--- src/rtl/mc_cpu_pkg.sv ---
// Shared encodings for the multi-cycle CPU control unit: FSM states, opcodes,
// ALU operations, mux select values and the decoded-instruction bundle.
package mc_cpu_pkg;

  typedef enum logic [3:0] {
    S_IF     = 4'd0,
    S_ID     = 4'd1,
    S_EXE_AL = 4'd2,
    S_EXE_BR = 4'd3,
    S_EXE_LS = 4'd4,
    S_MEM    = 4'd5,
    S_WB_AL  = 4'd6,
    S_WB_LD  = 4'd7,
    S_HALT   = 4'd8
  } state_t;

  localparam logic [5:0] OP_ADD   = 6'b000000;
  localparam logic [5:0] OP_SUB   = 6'b000001;
  localparam logic [5:0] OP_ADDIU = 6'b000010;
  localparam logic [5:0] OP_AND   = 6'b010001;
  localparam logic [5:0] OP_ANDI  = 6'b010000;
  localparam logic [5:0] OP_OR    = 6'b010011;
  localparam logic [5:0] OP_ORI   = 6'b010010;
  localparam logic [5:0] OP_SLL   = 6'b011000;
  localparam logic [5:0] OP_SLTI  = 6'b100110;
  localparam logic [5:0] OP_SW    = 6'b110000;
  localparam logic [5:0] OP_LW    = 6'b110001;
  localparam logic [5:0] OP_BEQ   = 6'b110100;
  localparam logic [5:0] OP_BNE   = 6'b110101;
  localparam logic [5:0] OP_BLTZ  = 6'b110110;
  localparam logic [5:0] OP_J     = 6'b111000;
  localparam logic [5:0] OP_JR    = 6'b111001;
  localparam logic [5:0] OP_JAL   = 6'b111010;
  localparam logic [5:0] OP_HALT  = 6'b111111;

  localparam logic [2:0] ALU_ADD = 3'd0;
  localparam logic [2:0] ALU_SUB = 3'd1;
  localparam logic [2:0] ALU_SLL = 3'd2;
  localparam logic [2:0] ALU_OR  = 3'd3;
  localparam logic [2:0] ALU_AND = 3'd4;
  localparam logic [2:0] ALU_SLT = 3'd5;

  localparam logic [1:0] DST_R31 = 2'b00;
  localparam logic [1:0] DST_RT  = 2'b01;
  localparam logic [1:0] DST_RD  = 2'b10;

  localparam logic [1:0] PC_SEQ = 2'b00;
  localparam logic [1:0] PC_BR  = 2'b01;
  localparam logic [1:0] PC_JR  = 2'b10;
  localparam logic [1:0] PC_J   = 2'b11;

  typedef struct packed {
    logic [2:0] alu_op;
    logic       src_a;
    logic       src_b;
    logic       ext_sel;
    logic [1:0] reg_dst;
  } dec_t;

endpackage

--- src/rtl/mc_cpu_decode.sv ---
// Opcode -> ALU op / operand selects / extension / destination, plus illegal flag.
// Purely combinational, zero latency; no handshake.
module mc_cpu_decode
  import mc_cpu_pkg::*;
#(
  parameter int OP_W = 6
) (
  input  logic [OP_W-1:0] op_code,
  output dec_t            dec,
  output logic            illegal
);

  always_comb begin
    dec     = '0;
    illegal = 1'b0;
    case (op_code)
      OP_ADD:   begin dec.alu_op = ALU_ADD; dec.reg_dst = DST_RD; end
      OP_SUB:   begin dec.alu_op = ALU_SUB; dec.reg_dst = DST_RD; end
      OP_ADDIU: begin dec.alu_op = ALU_ADD; dec.src_b = 1'b1; dec.ext_sel = 1'b1; dec.reg_dst = DST_RT; end
      OP_AND:   begin dec.alu_op = ALU_AND; dec.reg_dst = DST_RD; end
      OP_ANDI:  begin dec.alu_op = ALU_AND; dec.src_b = 1'b1; dec.reg_dst = DST_RT; end
      OP_OR:    begin dec.alu_op = ALU_OR;  dec.reg_dst = DST_RD; end
      OP_ORI:   begin dec.alu_op = ALU_OR;  dec.src_b = 1'b1; dec.reg_dst = DST_RT; end
      // Shift amount comes from the sa field on port A, value from rt on port B.
      OP_SLL:   begin dec.alu_op = ALU_SLL; dec.src_a = 1'b1; dec.reg_dst = DST_RD; end
      OP_SLTI:  begin dec.alu_op = ALU_SLT; dec.src_b = 1'b1; dec.ext_sel = 1'b1; dec.reg_dst = DST_RT; end
      OP_SW:    begin dec.alu_op = ALU_ADD; dec.src_b = 1'b1; dec.ext_sel = 1'b1; end
      OP_LW:    begin dec.alu_op = ALU_ADD; dec.src_b = 1'b1; dec.ext_sel = 1'b1; dec.reg_dst = DST_RT; end
      OP_BEQ, OP_BNE, OP_BLTZ: begin dec.alu_op = ALU_SUB; dec.ext_sel = 1'b1; end
      OP_J, OP_JR, OP_JAL, OP_HALT: ;
      default:  illegal = 1'b1;
    endcase
  end

endmodule

--- src/rtl/mc_cpu_ctrl.sv ---
// Multi-cycle IF/ID/EXE/MEM/WB control FSM with retired-instruction counter.
// 2-5 cycles per instruction; each ready-low cycle on an open memory request adds one.
module mc_cpu_ctrl
  import mc_cpu_pkg::*;
#(
  parameter int OP_W     = 6,
  parameter int ALUOP_W  = 3,
  parameter int RETIRE_W = 32
) (
  input  logic                CLK,
  input  logic                Reset,
  input  logic [OP_W-1:0]     Op_code,
  input  logic                zero,
  input  logic                sign,
  input  logic                imem_ready,
  input  logic                dmem_ready,
  output logic                imem_req,
  output logic                dmem_rd,
  output logic                dmem_wr,
  output logic                PCWre,
  output logic                IRWre,
  output logic                RegWre,
  output logic [1:0]          RegDst,
  output logic                WrRegDSrc,
  output logic                ALUSrcA,
  output logic                ALUSrcB,
  output logic                DBDataSrc,
  output logic                ExtSel,
  output logic [ALUOP_W-1:0]  ALUopcode,
  output logic [1:0]          PCSrc,
  output logic [3:0]          state,
  output logic                halted,
  output logic                illegal,
  output logic [RETIRE_W-1:0] retired
);

  state_t cur_st, nxt_st;
  dec_t   dec;
  logic   dec_illegal;
  logic   set_illegal;
  logic   is_lw;
  logic   br_taken;

  mc_cpu_decode #(.OP_W(OP_W)) u_decode (
    .op_code (Op_code),
    .dec     (dec),
    .illegal (dec_illegal)
  );

  assign state = cur_st;
  assign is_lw = (Op_code == OP_LW);

  always_comb begin
    br_taken = 1'b0;
    case (Op_code)
      OP_BEQ:  br_taken = zero;
      OP_BNE:  br_taken = ~zero;
      OP_BLTZ: br_taken = sign;
      default: br_taken = 1'b0;
    endcase
  end

  always_ff @(posedge CLK) begin
    if (Reset) begin
      cur_st  <= S_IF;
      retired <= '0;
      illegal <= 1'b0;
    end else begin
      cur_st <= nxt_st;
      if (set_illegal)
        illegal <= 1'b1;
      if (PCWre && (retired != '1))
        retired <= retired + RETIRE_W'(1);
    end
  end

  always_comb begin
    nxt_st      = cur_st;
    set_illegal = 1'b0;
    imem_req    = 1'b0;
    dmem_rd     = 1'b0;
    dmem_wr     = 1'b0;
    PCWre       = 1'b0;
    IRWre       = 1'b0;
    RegWre      = 1'b0;
    RegDst      = DST_R31;
    WrRegDSrc   = 1'b0;
    ALUSrcA     = 1'b0;
    ALUSrcB     = 1'b0;
    DBDataSrc   = 1'b0;
    ExtSel      = 1'b0;
    ALUopcode   = '0;
    PCSrc       = PC_SEQ;
    halted      = 1'b0;
    // Reset silences every output so an in-flight memory access is dropped.
    if (!Reset) begin
      case (cur_st)
        S_IF: begin
          imem_req = 1'b1;
          if (imem_ready) begin
            IRWre  = 1'b1;
            nxt_st = S_ID;
          end
        end
        S_ID: begin
          case (Op_code)
            OP_J:    begin PCWre = 1'b1; PCSrc = PC_J;  nxt_st = S_IF; end
            OP_JR:   begin PCWre = 1'b1; PCSrc = PC_JR; nxt_st = S_IF; end
            OP_JAL:  begin
              PCWre = 1'b1; PCSrc = PC_J; RegWre = 1'b1; RegDst = DST_R31;
              WrRegDSrc = 1'b0; nxt_st = S_IF;
            end
            OP_HALT: nxt_st = S_HALT;
            OP_BEQ, OP_BNE, OP_BLTZ: nxt_st = S_EXE_BR;
            OP_LW, OP_SW:            nxt_st = S_EXE_LS;
            default: begin
              if (dec_illegal) begin
                set_illegal = 1'b1;
                nxt_st      = S_HALT;
              end else begin
                nxt_st = S_EXE_AL;
              end
            end
          endcase
        end
        // ALU selects are held through write-back since DB is the live ALU output.
        S_EXE_AL, S_WB_AL: begin
          ALUopcode = ALUOP_W'(dec.alu_op);
          ALUSrcA   = dec.src_a;
          ALUSrcB   = dec.src_b;
          ExtSel    = dec.ext_sel;
          RegDst    = dec.reg_dst;
          if (cur_st == S_WB_AL) begin
            RegWre    = 1'b1;
            WrRegDSrc = 1'b1;
            PCWre     = 1'b1;
            nxt_st    = S_IF;
          end else begin
            nxt_st = S_WB_AL;
          end
        end
        S_EXE_BR: begin
          ALUopcode = ALUOP_W'(ALU_SUB);
          ExtSel    = 1'b1;
          PCWre     = 1'b1;
          PCSrc     = br_taken ? PC_BR : PC_SEQ;
          nxt_st    = S_IF;
        end
        S_EXE_LS, S_MEM, S_WB_LD: begin
          ALUopcode = ALUOP_W'(ALU_ADD);
          ALUSrcB   = 1'b1;
          ExtSel    = 1'b1;
          if (cur_st == S_EXE_LS) begin
            nxt_st = S_MEM;
          end else if (cur_st == S_MEM) begin
            dmem_rd = is_lw;
            dmem_wr = ~is_lw;
            if (dmem_ready) begin
              if (is_lw) begin
                nxt_st = S_WB_LD;
              end else begin
                PCWre  = 1'b1;
                nxt_st = S_IF;
              end
            end
          end else begin
            RegWre    = 1'b1;
            RegDst    = DST_RT;
            DBDataSrc = 1'b1;
            WrRegDSrc = 1'b1;
            PCWre     = 1'b1;
            nxt_st    = S_IF;
          end
        end
        S_HALT:  halted = 1'b1;
        default: nxt_st = S_IF;
      endcase
    end
  end

endmodule

--- config.mk ---
export PLATFORM = sky130hd
export DESIGN_NAME = mc_cpu_ctrl
export DESIGN_NICKNAME = d
export VERILOG_FILES = /design/src/rtl/mc_cpu_pkg.sv /design/src/rtl/mc_cpu_decode.sv /design/src/rtl/mc_cpu_ctrl.sv
export SDC_FILE = /design/constraint.sdc
export NUM_CORES = 1
export LEC_CHECK = 0
export CAP_MARGIN = 20
export CORE_UTILIZATION = 45
export DETAILED_ROUTE_END_ITERATION = 8
export GPL_TIMING_DRIVEN = 0
export PLACE_DENSITY = 0.75
export SYNTH_ARGS = -nofsm -noshare
export SYNTH_HDL_FRONTEND = slang
export SYNTH_SLANG_ARGS = --single-unit
--- constraint.sdc ---
create_clock -name CLK -period 2.4 [get_ports CLK]
set_input_delay 0.36 -clock CLK [delete_from_list [all_inputs] [get_ports CLK]]
set_output_delay 0.36 -clock CLK [all_outputs]
set_load 0.01 [all_outputs]
==> results.sh, run 1 <==
export IMPL_finalHoldViolCount=0
export IMPL_io_pins=68
export IMPL_cap_violations=0
export IMPL_min_period_over_period=0.975
export IMPL_die_y_um=76.9
export IMPL_port_buffer_count=64
export IMPL_placed_cells=474
export IMPL_drt_pre_antenna_iters=5
export IMPL_route_detailed_drc=0
export IMPL_swShare=0.293
export IMPL_htree_levels=2
export IMPL_pwr_share_comb=0.195
export IMPL_worstMarginPinSlew_ns=0.504
export IMPL_syn_to_final_growth_pct=39.4
export IMPL_avgSynthCellArea_um2=7.42
export IMPL_seq_area_frac_synth=0.294
export IMPL_die_width_um=76.9
export IMPL_clk_pin_slew_ns=0.07
export IMPL_place_gp_congestion=0.918
export IMPL_fin_area_um2=3520
export IMPL_synth_top_area_frac=0.294
export IMPL_critPathLaunchType="input port"
export IMPL_antenna_found_initial=0
export IMPL_final_min_clock_period_ns=2.34
export IMPL_design_core_area_um2=5240
export IMPL_fin_nets=427
export IMPL_drive_above_1_share=0.161
export IMPL_hold_path_class="register to register"
export IMPL_p_seq_frac=0.477
export IMPL_cts_hold_buffers=0
export IMPL_end_kind="primary output"
export IMPL_grt_first_pass_wirelength_um=12600
export IMPL_clock_fmax_mhz=427
export IMPL_p_leak_uw=0.00121
export IMPL_track_usage=0.265
export IMPL_cts_buffers=5
export IMPL_post_dp_cell_area_um2=3250
export IMPL_synth_cell_types=55
export IMPL_clock_sinks=37
export IMPL_postRouteWirelength_um=7700
export IMPL_required_ns=2.04
export IMPL_gr_total_overflow=0
export IMPL_ys_ff_latch=37
export IMPL_finClkSkew_ns=0.0104
export IMPL_grt_max_degree=12
export IMPL_final_cells=485
export IMPL_clockBufferDepth=2
export IMPL_via_per_inst=6.03
export IMPL_synth_async_sr_flop_share=0
export IMPL_worstSetupPathType="input port to primary output"
export IMPL_pwr_share_clk=0.327
export IMPL_dp_hpwl_um=5610
export IMPL_fin_tns_setup_ns=0
export IMPL_netlist_instances=340
export IMPL_drtIter0Drc=282
export IMPL_drtAntennaViolNets=0
export IMPL_ir_worst_vdd_uv=321
export IMPL_synthTopCellsByArea="dfxtp_1 29%, a21oi_1 7.7%, o31ai_1 4.5%"
export IMPL_post_drt_wl_per_cell_um=15.9
export IMPL_setup_viol=0
export IMPL_hold_path_depth=2
export IMPL_rows=26
export IMPL_arrival_ns=1.98
export IMPL_outcome="finished clean"
export IMPL_dieArea_um2=5910
export IMPL_rsz0062_at_grt="true"
export IMPL_synthTopCellsByCount="39 x a21oi_1, 37 x dfxtp_1, 28 x nor2_1"
export IMPL_cts_tree="done"
export IMPL_slew_violations=0
export IMPL_p_int_uw=936
export IMPL_floorplan_initialDensity=0.482
export IMPL_syn_num_nets=353
export IMPL_slew_limit_headroom=0.664
export IMPL_vias=2924
export IMPL_insertedDiodeCount=0
export IMPL_fillerInstances=498
export IMPL_synth_edf_count=0
export IMPL_clock_root_buffer="clkbuf_8"
export IMPL_synth_most_common_cell="a21oi_1"
export IMPL_worst_path_max_fanout=10
export IMPL_reg2reg_depth=8
export IMPL_grt_pass1_vias=2576
export IMPL_powerDensity_nw_per_um2=376
export IMPL_worstSkewPairLatency_ns=0.29
export IMPL_ys_warnings_count=0
export IMPL_synth_area_um2=2520
export IMPL_switchingPower_uw=388
export IMPL_synth_ff_type="dfxtp_1"
export IMPL_synth_top_area_cell="dfxtp_1"
worst max-delay path: stages:
cell	delay, ns
clkdlybuf4s50_1	0.45
clkbuf_8	0.19
buf_2	0.20
nor3_2	0.22
clkdlybuf4s50_1	0.56
placed cells by master, fill, tap and decap left out, types with 3 or more instances in the layout:
cell type        instances
clkbuf_2                 3
nor3_2                   4
nand2_1                 20
o21ai_0                 12
nor3_1                   9
o21ai_1                 10
nand2b_1                 8
buf_2                    8
o22a_1                   6
or4_1                   12
o31ai_1                 11
nand4_1                  9
nor2b_1                  6
clkbuf_8                 7
clkdlybuf4s15_1          3
o31ai_2                  4
a21oi_1                 39
buf_6                    3
or3_1                   15
clkdlybuf4s50_1         46
clkbuf_4                 3
and3_1                   4
and4_1                   4
inv_1                    3
nor2_1                  25
dfxtp_1                 36
clkbuf_1                 5
nand3_1                 21
nor4_2                   3
dlygate4sd2_1           10
a2bb2oi_1                3
buf_4                    5
and2_1                   3
what timing repair did:
item                       4_1_cts  5_1_grt
setup buffers                    1        2
resized for setup               62       27
pin swaps                        1        3
setup endpoints to repair       31       34
layer usage:
| metal | wire length, µm | vias to the layer above | part of all wire | GRT usage |
|---|---|---|---|---|
| li1 | - | 1439 | - | - |
| met1 | 3740 | 1367 | 0.49 | 0.380 |
| met2 | 3380 | 112 | 0.44 | 0.409 |
| met3 | 512 | 6 | 0.066 | 0.0476 |
| met4 | 63 | 0 | 0.0082 | 0.0596 |
| met5 | 0 | - | 0 | 0 |
sequential cells by signal (all words and copies together), names as in the netlist:
signal,count
illegal,1
state,4
retired,32
path summary, 6_finish.rpt:
path | startpoint | endpoint | slack [ns]
worst max-delay path | Reset | PCSrc[1] | 0.06
worst min-delay path | illegal | illegal | 0.48
worst max register to register | retired[15] | retired[1] | 0.09
worst min register to register | illegal | illegal | 0.48
power by group through the flow:
stage                     clock (µW)  sequential (µW)  combinational (µW)
after floorplan                    0              647                 146
after global placement             0              645                 235
after detailed placement           0              645                 233
after CTS                        440              631                 253
after global routing             470              634                 279
final                            433              632                 259
final cells by class:
class | instances | area [µm²] | share of cell area
flip-flops and latches | 37 | 742 | 0.211
inverters | 4 | 15.0 | 0.00427
well taps | 70 | 87.6 | 0.0249
repair buffers | 67 | 657 | 0.187
plain buffers | 24 | 160 | 0.0455
clock buffers | 6 | 72.6 | 0.0206
clock inverters | 2 | 10.0 | 0.00284
multi-input cells | 275 | 1770 | 0.504
stage by stage:
stage	total power [µW]	hold slack (ns)	setup slack [ns]	util
after floorplan	792	0.504	0.285	-
after global placement	880	0.461	-0.768	0.621
after detailed placement	878	0.465	-0.766	0.621
after CTS	1320	0.487	0.0202	0.655
after global routing	1380	0.522	-0.0601	0.672
final	1320	0.478	0.0593	0.672
logic make-up (layout without fill, tap and decap cells):
logic type,Yosys count,count (layout),share of synthesized area
AOI/OAI and AO/OA,101,101,0.256
xor gates and xnor gates,3,3,0.0104
adders and majority gates,1,1,0.00496
buffers and inverters,28,103,0.0461
DFF,37,37,0.294
muxes,6,6,0.0258
and+or+nand+nor,164,164,0.363
Note: power is estimated with default switching activity, not from simulation.
==> run 2: changes to the inputs <==
--- a/config.mk
+++ b/config.mk
@@ -10,6 +10,7 @@
 export DETAILED_ROUTE_END_ITERATION = 8
 export GPL_TIMING_DRIVEN = 0
 export PLACE_DENSITY = 0.75
+export RECOVER_POWER = 25
 export SYNTH_ARGS = -nofsm -noshare
 export SYNTH_HDL_FRONTEND = slang
 export SYNTH_SLANG_ARGS = --single-unit
==> results.sh, run 2 (synthesis results as in run 1) <==
export IMPL_outcome="finished clean"
export IMPL_ir_worst_vdd_uv=321
export IMPL_grt_max_degree=12
export IMPL_drt_pre_antenna_iters=5
export IMPL_die_y_um=76.9
export IMPL_postRouteWirelength_um=7690
export IMPL_via_per_inst=6.02
export IMPL_critPathLaunchType="input port"
export IMPL_whs_endpoint="illegal"
export IMPL_hold_path_depth=2
export IMPL_final_cells=485
export IMPL_worstSetupPathType="input port to primary output"
export IMPL_floorplan_initialDensity=0.482
export IMPL_slew_violations=0
export IMPL_cap_violations=0
export IMPL_end_kind="primary output"
export IMPL_clock_root_buffer="clkbuf_8"
export IMPL_final_min_clock_period_ns=2.34
export IMPL_htree_levels=2
export IMPL_powerDensity_nw_per_um2=376
export IMPL_track_usage=0.265
export IMPL_clk_pin_slew_ns=0.07
export IMPL_drtIter0Drc=281
export IMPL_fin_nets=427
export IMPL_cts_buffers=5
export IMPL_insertedDiodeCount=0
export IMPL_rr_endpoint="retired[1]"
export IMPL_worst_path_max_fanout=10
export IMPL_power_uw=1320
export IMPL_r2r_start="retired[15]"
export IMPL_required_ns=2.04
export IMPL_fin_area_um2=3520
export IMPL_r2r_slack_ns=0.09
export IMPL_finalHoldViolCount=0
export IMPL_setup_slack_ns=0.0593
export IMPL_cts_hold_buffers=0
export IMPL_arrival_ns=1.98
export IMPL_design_core_area_um2=5240
export IMPL_gr_total_overflow=0
export IMPL_setup_viol=0
export IMPL_reg2reg_depth=8
export IMPL_vias=2919
export IMPL_cts_tree="done"
export IMPL_timing_hold_ws_ns=0.473
export IMPL_layout_commonest_cell="a21oi_1"
export IMPL_drive_above_1_share=0.161
export IMPL_drtAntennaViolNets=0
export IMPL_pre_cts_ws_ns=-0.766
export IMPL_cp_startpoint="Reset"
export IMPL_dp_hpwl_um=5610
export IMPL_clock_fmax_mhz=427
export IMPL_grt_first_pass_wirelength_um=12600
export IMPL_rsz0062_at_grt="true"
export IMPL_placed_cells=474
export IMPL_slew_limit_headroom=0.664
export IMPL_route_detailed_drc=0
export IMPL_finClkSkew_ns=0.0108
export IMPL_fillerInstances=498
export IMPL_dieArea_um2=5910
export IMPL_p_leak_uw=0.00127
export IMPL_place_gp_congestion=0.918
export IMPL_most_common_layout_cells="39 x a21oi_1, 36 x dfxtp_1, 27 x clkdlybuf4s50_1"
export IMPL_antenna_found_initial=0
export IMPL_worstMarginPinSlew_ns=0.504
export IMPL_syn_to_final_growth_pct=39.4
export IMPL_clockBufferDepth=2
export IMPL_die_width_um=76.9
export IMPL_hp_start="illegal"
export IMPL_post_dp_cell_area_um2=3250
export IMPL_largest_reg_flops=32
export IMPL_hold_path_class="register to register"
export IMPL_min_period_over_period=0.975
export IMPL_top_register="retired"
export IMPL_rows=26
export IMPL_io_pins=68
export IMPL_worstSkewPairLatency_ns=0.29
export IMPL_port_buffer_count=64
export IMPL_post_drt_wl_per_cell_um=15.8
export IMPL_clock_sinks=37
export IMPL_grt_pass1_vias=2576
## run 2: worst max-delay path by stage
stage / to / slack [ns] / cells past startpoint
after floorplan: retired[19] / 0.29 / 8
after global placement: ALUSrcB / -0.77 / 9
after detailed placement: ALUSrcB / -0.77 / 9
after CTS: ALUopcode[0] / 0.02 / 7
after global routing: retired[1] / -0.06 / 8
final: PCSrc[1] / 0.06 / 5
## run 2: per-stage QoR
stage                     setup TNS, ns   util
after floorplan                       0      -
after global placement           -15.55  0.621
after detailed placement         -15.23  0.621
after CTS                             0  0.655
after global routing             -0.156  0.672
final                                 0  0.672
## run 2: area by class of cell
class	instances	area [µm²]	share of cell area
Buffer	24	160	0.0455
Clock buffer	6	72.6	0.0206
Clock inverter	2	10.0	0.00284
Inverter	4	15.0	0.00427
Multi-Input combinational cell	275	1770	0.504
Sequential cell	37	742	0.211
Tap cell	70	87.6	0.0249
Timing Repair Buffer	67	657	0.187
## run 2: worst max-delay path, stage by stage
cell	delay (ns)
clkdlybuf4s50_1	0.45
clkbuf_8	0.19
buf_2	0.20
nor3_2	0.22
clkdlybuf4s50_1	0.56
## run 2: timing repair
action                     4_1_cts  5_1_grt
setup endpoints to repair       31       34
buffers inserted                 1        2
pin swaps                        1        3
gates resized for setup         62       27
## run 2: per-layer routing
metal,wire [µm],vias up,global-route usage,share of wire
met3,497,6,0.0476,0.065
met1,3740,1369,0.380,0.49
li1,-,1440,-,-
met2,3390,104,0.409,0.44
met5,0,-,0,0
met4,63,0,0.0596,0.0082
## run 2: power by group
group | leakage (µW) | internal [µW] | switching (µW)
Sequential | 0.000299 | 622 | 9.60
Combinational | 0.000928 | 110 | 146
Clock | 0.0000450 | 202 | 232
Total | 0.00127 | 934 | 388
